===== src/rtl/watch_pkg.sv =====
// Shared encodings and timing constants for the watch mode controller.
package watch_pkg;

  typedef enum logic [1:0] {
    SW_IDLE = 2'd0,
    SW_RUN  = 2'd1,
    SW_HOLD = 2'd2
  } sw_state_e;

  typedef enum logic {
    AL_OFF  = 1'b0,
    AL_RING = 1'b1
  } alarm_state_e;

  localparam int CLK_PER_MS = 5;
  localparam int MS_PER_SEC = 1000;
  localparam int RING_SECS  = 60;

endpackage


===== src/rtl/watch_mode_controller_if.sv =====
// Button, alarm and status signals exchanged between the controller and its surroundings.
interface watch_mode_controller_if;

  logic Control;
  logic Start_S;
  logic Stop_S;
  logic Reset_S;
  logic AlarmEnable;
  logic AlarmMatch;
  logic MsTick;
  logic SecTick;
  logic SW_Run;
  logic SW_Clear;
  logic SW_State;
  logic Alarm;
  logic DispSel;

  modport master (
    output Control, Start_S, Stop_S, Reset_S, AlarmEnable, AlarmMatch,
    input  MsTick, SecTick, SW_Run, SW_Clear, SW_State, Alarm, DispSel
  );

  modport slave (
    input  Control, Start_S, Stop_S, Reset_S, AlarmEnable, AlarmMatch,
    output MsTick, SecTick, SW_Run, SW_Clear, SW_State, Alarm, DispSel
  );

endinterface


===== src/rtl/watch_mode_controller_edge_detect.sv =====
// One-bit rising-edge detector; history resets to 1 so a level held through reset is not an edge.
module edge_detect (
  input  logic clk,
  input  logic reset,
  input  logic d_i,
  output logic rise_o
);

  logic prev_q;

  always_ff @(posedge clk) begin
    if (reset) prev_q <= 1'b1;
    else       prev_q <= d_i;
  end

  assign rise_o = d_i & ~prev_q;

endmodule


===== src/rtl/watch_mode_controller.sv =====
// Watch controller: ms/s prescaler, stopwatch FSM and alarm FSM.
module watch_mode_controller
  import watch_pkg::*;
#(
  parameter int ClkPerMs = CLK_PER_MS,
  parameter int MsPerSec = MS_PER_SEC,
  parameter int RingSecs = RING_SECS
) (
  input  logic                    Clock_5K,
  input  logic                    Reset,
  watch_mode_controller_if.slave  bus
);

  localparam int MsW   = (ClkPerMs > 1) ? $clog2(ClkPerMs) : 1;
  localparam int SecW  = (MsPerSec > 1) ? $clog2(MsPerSec) : 1;
  localparam int RingW = (RingSecs > 1) ? $clog2(RingSecs) : 1;

  logic [MsW-1:0]   msCnt_q, msCnt_d;
  logic [SecW-1:0]  secCnt_q, secCnt_d;
  logic [RingW-1:0] ringCnt_q, ringCnt_d;
  logic             dispSel_q;
  logic             msTick, secTick;

  sw_state_e        swState_q, swState_d;
  logic             swClear_q, swClear_d;
  alarm_state_e     alState_q, alState_d;
  logic             swRun, alarm;

  logic startRise, stopRise, clearRise, matchRise;
  logic swStart, swStop, swClr, dismiss;

  edge_detect u_start (.clk(Clock_5K), .reset(Reset), .d_i(bus.Start_S),    .rise_o(startRise));
  edge_detect u_stop  (.clk(Clock_5K), .reset(Reset), .d_i(bus.Stop_S),     .rise_o(stopRise));
  edge_detect u_clear (.clk(Clock_5K), .reset(Reset), .d_i(bus.Reset_S),    .rise_o(clearRise));
  edge_detect u_match (.clk(Clock_5K), .reset(Reset), .d_i(bus.AlarmMatch), .rise_o(matchRise));

  // Stopwatch buttons act only in stopwatch mode; Stop in clock mode dismisses the alarm.
  assign swStart = startRise & ~bus.Control;
  assign swStop  = stopRise  & ~bus.Control;
  assign swClr   = clearRise & ~bus.Control;
  assign dismiss = stopRise  &  bus.Control;

  assign msTick  = (msCnt_q == MsW'(ClkPerMs - 1));
  assign secTick = msTick && (secCnt_q == SecW'(MsPerSec - 1));

  always_comb begin
    msCnt_d  = msTick ? '0 : msCnt_q + MsW'(1);
    secCnt_d = secCnt_q;
    if (msTick) secCnt_d = secTick ? '0 : secCnt_q + SecW'(1);
  end

  always_ff @(posedge Clock_5K) begin
    if (Reset) begin
      msCnt_q   <= '0;
      secCnt_q  <= '0;
      dispSel_q <= bus.Control;
    end else begin
      msCnt_q   <= msCnt_d;
      secCnt_q  <= secCnt_d;
      dispSel_q <= bus.Control;
    end
  end

  always_ff @(posedge Clock_5K) begin
    if (Reset) begin
      swState_q <= SW_IDLE;
      swClear_q <= 1'b0;
      alState_q <= AL_OFF;
      ringCnt_q <= '0;
    end else begin
      swState_q <= swState_d;
      swClear_q <= swClear_d;
      alState_q <= alState_d;
      ringCnt_q <= ringCnt_d;
    end
  end

  // Clear outranks Stop, which outranks Start, when edges coincide.
  always_comb begin
    swState_d = swState_q;
    swClear_d = 1'b0;
    case (swState_q)
      SW_IDLE: if (swStart) swState_d = SW_RUN;
      SW_RUN: begin
        if (swClr) begin
          swState_d = SW_IDLE;
          swClear_d = 1'b1;
        end else if (swStop) begin
          swState_d = SW_HOLD;
        end
      end
      SW_HOLD: begin
        if (swClr) begin
          swState_d = SW_IDLE;
          swClear_d = 1'b1;
        end else if (swStart) begin
          swState_d = SW_RUN;
        end
      end
      default: swState_d = SW_IDLE;
    endcase
  end

  always_comb begin
    alState_d = alState_q;
    ringCnt_d = ringCnt_q;
    case (alState_q)
      AL_OFF: begin
        ringCnt_d = '0;
        if (matchRise && bus.AlarmEnable) alState_d = AL_RING;
      end
      AL_RING: begin
        if (secTick) ringCnt_d = ringCnt_q + RingW'(1);
        if (!bus.AlarmEnable || dismiss ||
            (secTick && ringCnt_q == RingW'(RingSecs - 1))) begin
          alState_d = AL_OFF;
          ringCnt_d = '0;
        end
      end
      default: alState_d = AL_OFF;
    endcase
  end

  always_comb begin
    swRun = (swState_q == SW_RUN);
    alarm = (alState_q == AL_RING);
  end

  assign bus.MsTick   = msTick;
  assign bus.SecTick  = secTick;
  assign bus.SW_Run   = swRun;
  assign bus.SW_State = swRun;
  assign bus.SW_Clear = swClear_q;
  assign bus.Alarm    = alarm;
  assign bus.DispSel  = dispSel_q;

endmodule


===== src/flat_wrapper.sv =====
// flat-port wrapper written by rule: the top's interface ports become plain ports
module watch_mode_controller_flat import watch_pkg::*;
#(
  parameter int ClkPerMs = CLK_PER_MS,
  parameter int MsPerSec = MS_PER_SEC,
  parameter int RingSecs = RING_SECS
)
  (Clock_5K, Reset, bus_Control, bus_Start_S, bus_Stop_S, bus_Reset_S, bus_AlarmEnable, bus_AlarmMatch, bus_MsTick, bus_SecTick, bus_SW_Run, bus_SW_Clear, bus_SW_State, bus_Alarm, bus_DispSel);
  watch_mode_controller_if bus_i ();
  input  logic Clock_5K;
  input  logic Reset;
  input wire logic [$bits(bus_i.Control)-1:0] bus_Control;
  input wire logic [$bits(bus_i.Start_S)-1:0] bus_Start_S;
  input wire logic [$bits(bus_i.Stop_S)-1:0] bus_Stop_S;
  input wire logic [$bits(bus_i.Reset_S)-1:0] bus_Reset_S;
  input wire logic [$bits(bus_i.AlarmEnable)-1:0] bus_AlarmEnable;
  input wire logic [$bits(bus_i.AlarmMatch)-1:0] bus_AlarmMatch;
  output wire logic [$bits(bus_i.MsTick)-1:0] bus_MsTick;
  output wire logic [$bits(bus_i.SecTick)-1:0] bus_SecTick;
  output wire logic [$bits(bus_i.SW_Run)-1:0] bus_SW_Run;
  output wire logic [$bits(bus_i.SW_Clear)-1:0] bus_SW_Clear;
  output wire logic [$bits(bus_i.SW_State)-1:0] bus_SW_State;
  output wire logic [$bits(bus_i.Alarm)-1:0] bus_Alarm;
  output wire logic [$bits(bus_i.DispSel)-1:0] bus_DispSel;
  assign bus_i.Control = bus_Control;
  assign bus_i.Start_S = bus_Start_S;
  assign bus_i.Stop_S = bus_Stop_S;
  assign bus_i.Reset_S = bus_Reset_S;
  assign bus_i.AlarmEnable = bus_AlarmEnable;
  assign bus_i.AlarmMatch = bus_AlarmMatch;
  assign bus_MsTick = bus_i.MsTick;
  assign bus_SecTick = bus_i.SecTick;
  assign bus_SW_Run = bus_i.SW_Run;
  assign bus_SW_Clear = bus_i.SW_Clear;
  assign bus_SW_State = bus_i.SW_State;
  assign bus_Alarm = bus_i.Alarm;
  assign bus_DispSel = bus_i.DispSel;
  watch_mode_controller #(.ClkPerMs(ClkPerMs), .MsPerSec(MsPerSec), .RingSecs(RingSecs)) u_core (.Clock_5K(Clock_5K), .Reset(Reset), .bus(bus_i));
endmodule

===== config.mk =====
export PLATFORM = sky130hd
export DESIGN_NAME = watch_mode_controller_flat
export DESIGN_NICKNAME = d
export VERILOG_FILES = /design/src/rtl/watch_pkg.sv /design/src/rtl/watch_mode_controller_if.sv /design/src/rtl/watch_mode_controller_edge_detect.sv /design/src/rtl/watch_mode_controller.sv /design/src/flat_wrapper.sv
export SDC_FILE = /design/constraint.sdc
export NUM_CORES = 1
export LEC_CHECK = 0
export CAP_MARGIN = 10
export CORE_AREA = 4 4 66 68
export DETAILED_ROUTE_END_ITERATION = 16
export DIE_AREA = 0 0 70 72
export PLACE_DENSITY = 0.53
export SYNTH_ARGS = -nofsm -noshare
export SYNTH_HDL_FRONTEND = slang
export SYNTH_SLANG_ARGS = --single-unit

===== constraint.sdc =====
create_clock -name Clock_5K -period 2.19 [get_ports Clock_5K]
set_input_delay 0.657 -clock Clock_5K [delete_from_list [all_inputs] [get_ports Clock_5K]]
set_output_delay 0.657 -clock Clock_5K [all_outputs]
set_load 0.02 [all_outputs]

==> impl_metrics.json <==
{
  "internal_power_uw": 808.7,
  "ctsHoldBuffers": 0,
  "die_h_um": 72,
  "crit_fanout": 2,
  "async_reset_ff_share_pct": 0,
  "p_seq_share_pct": 52.0,
  "vias_per_cell": 4.814,
  "slew_viol_final": 0,
  "utilization_pct": 45.04,
  "synth_area_leader_cell": "dfxtp_1",
  "clk_latency_ns": 0.27,
  "syn_area_um2": 1287,
  "top_layer": "met4",
  "fill_cells": 394,
  "final-setup-viol-count": 1,
  "status": "finished with violations",
  "synth_cell_types": 36,
  "postRouteAntennaNets": 0,
  "grt_pass1_wl_um": 4850,
  "dr_wl_met2_um": 1318,
  "slew_headroom_pct": 76.07,
  "finalWorstSetupSlack_ns": -0.04243,
  "hold_class": "reg -> reg",
  "p_sw_share_pct": 19.95,
  "syn_inst": 147,
  "cts_tree": "done",
  "final_cell_mix": "26 x dfxtp_1, 25 x buf_4, 19 x nor2_1",
  "worstSetupStartpointType": "flop",
  "yosysWarnings": 0,
  "gp_congestion": 0.8595,
  "grt_pass1_vias": 1081,
  "drc": 0,
  "p_leak_nw": 0.6739,
  "powerDensity_nw_per_um2": 581.7,
  "cts.path.max_buffers": 2,
  "cts_sinks": 28,
  "synth_edf_count": 0,
  "post_dp_cell_area_um2": 1650,
  "max-vdd-ir-drop_uv": 265.6,
  "cts-root-buf": "clkbuf_8",
  "dpl.hpwl_um": 2213,
  "wl_per_cell_um": 11.78,
  "synth_flop_cell": "dfxtp_1",
  "multi_input_area_um2": 681.9,
  "met1Wirelength_um": 1289,
  "vias": 1136,
  "slowest_delay_ns": 0.41,
  "fin_crit_sh_pct": 101.9,
  "num_rows": 23,
  "path_buf_inv": 2,
  "numCtsBuffers": 3,
  "antenna_found_initial": 0,
  "grtUsageTotal_pct": 11.69,
  "drv_cap": 0,
  "synth-seq-cells": 28,
  "drive_gt1_share_pct": 22.58,
  "rsz0062_at_grt": "true",
  "seq_area_frac_synth_pct": 43.54,
  "finalHoldViolCount": 0,
  "synth_top_area_share_pct": 43.54,
  "drt-pass1-iter-count": 4,
  "avgSynthCellArea_um2": 8.758,
  "clock.fmax_mhz": 447.9,
  "io_buffer_count": 14,
  "skew_ns": 0.005169,
  "violations": "setup timing",
  "pwr-share-clk_pct": 39.9,
  "nNetsFinal": 203,
  "regArea_um2": 563.0,
  "cp.required_ns": 1.53,
  "arrival_ns": 1.58,
  "synthesis.nets": 163,
  "grt_overflow": 0,
  "first_iter_violations": 86,
  "initial_core_util_pct": 33.39,
  "p_comb_share_pct": 8.1,
  "period_needed_ns": 2.232,
  "htree_levels": 1,
  "drt_wl_total_um": 2780,
  "critPathTopFamily": "simple AND/OR/NAND/NOR gates",
  "ios": 15,
  "core_area_um2": 3856,
  "stdcell_area_um2": 1737,
  "switchingPower_uw": 201.5,
  "design.die.area_um2": 5040,
  "crit_slowest_cell": "or3_4",
  "cts.reportedPaths.clkPinSlew_ns": 0.10,
  "areaGrowthSynthToFinish_pct": 34.89,
  "fp.dieW_um": 70,
  "crit_chain": "or3b_4, or3_4, inv_4, buf_6",
  "wl_met3_um": 144,
  "diodes": 0,
  "layout_commonest_cell": "dfxtp_1",
  "grt_max_degree": 17,
  "yosys-top-cells-area": "dfxtp_1 44%, ha_1 7.8%, xnor2_1 6.1%",
  "setup.worst_path.class": "reg -> out",
  "worst_slew_pin_slew_ns": 0.3557,
  "cp-end-kind": "output port"
}
[per-stage QoR]
step                hold WS (ns)  cells  worst slack, ns  total power [mW]  TNS [ns]
floorplan                 0.4243    147           0.1086            0.5771         0
global placement          0.4411    231          -0.1923            0.6200   -0.1923
detailed placement        0.4546    231          -0.2176            0.6219   -0.2176
CTS                       0.4783    235         -0.04653             1.027  -0.04653
global route              0.5061    236          -0.1086             1.065   -0.1086
finish                    0.4747    236         -0.04243             1.010  -0.04243
[power groups by stage]
stage	Clock [mW]	Combinational [mW]	Sequential, mW
6_report	0.403	0.0821	0.525
5_1_grt	0.446	0.0924	0.527
4_1_cts	0.418	0.0836	0.526
3_5_place_dp	0	0.0843	0.538
3_3_place_gp	0	0.0831	0.537
2_1_floorplan	0	0.0377	0.539
[per-layer routing]
| metal | up-vias | GRT usage, % |
|---|---|---|
| met3 | 4 | 2.632 |
| met5 | - | 0 |
| met1 | 524 | 15.62 |
| met4 | 0 | 3.830 |
| li1 | 577 | - |
| met2 | 31 | 18.78 |
[sequential cells by signal, indices dropped and copies added (netlist names), 2 cells and up]
| name | flops |
|---|---|
| u_core.secCnt_q | 10 |
| u_core.msCnt_q | 3 |
| u_core.ringCnt_q | 6 |
| u_core.swState_q | 2 |
[final timing paths]
kind | start | end | slack (ns) | cells after the start
hold / removal | u_core.ringCnt_q[5]$_SDFFE_PP0P_ | u_core.ringCnt_q[5]$_SDFFE_PP0P_ | 0.47 | 1
hold reg to reg | u_core.ringCnt_q[5]$_SDFFE_PP0P_ | u_core.ringCnt_q[5]$_SDFFE_PP0P_ | 0.47 | 1
setup / recovery | u_core.secCnt_q[3]$_SDFFE_PP0P_ | bus_SecTick | -0.04 | 4
setup reg to reg | u_core.secCnt_q[3]$_SDFFE_PP0P_ | u_core.secCnt_q[0]$_SDFFE_PP0P_ | 0.36 | 5
[cell usage after synthesis (all sizes together) (2+ instances only)]
cell,instances
inv,8
xnor2,9
nor4,3
or2,5
clkbuf,3
nor4b,2
nand2,13
nor2,19
nand3,8
ha,8
xor2,2
a21oi,4
nor3,6
or3,4
nand4,4
dfxtp,28
nand2b,3
o21ai,3
[timing repair]
action                                 CTS  global route
endpoints found under the hold margin    0             0
resized for setup                       11             3
setup endpoints to repair                4             1
pin swaps                                0             2
setup buffers                            0             1
[layout make-up]
| class | instances | share of cell area, % |
|---|---|---|
| Clock buffer | 3 | 2.378 |
| Clock inverter | 1 | 1.729 |
| Inverter | 8 | 1.873 |
| Multi-Input combinational cell | 107 | 39.27 |
| Sequential cell | 28 | 32.42 |
| Tap cell | 50 | 3.602 |
| Timing Repair Buffer | 39 | 18.73 |
[cell families after synthesis]
logic type                 share of synthesized area [%]
and+or+nand+nor                                    28.38
DFF                                                43.54
AOI/OAI and AO/OA                                  8.165
buffers and inverters                              3.887
xor gates and xnor gates                           7.484
adders and majority gates                          7.775
muxes                                             0.7775
No activity file was read; power rests on OpenSTA's default activity.
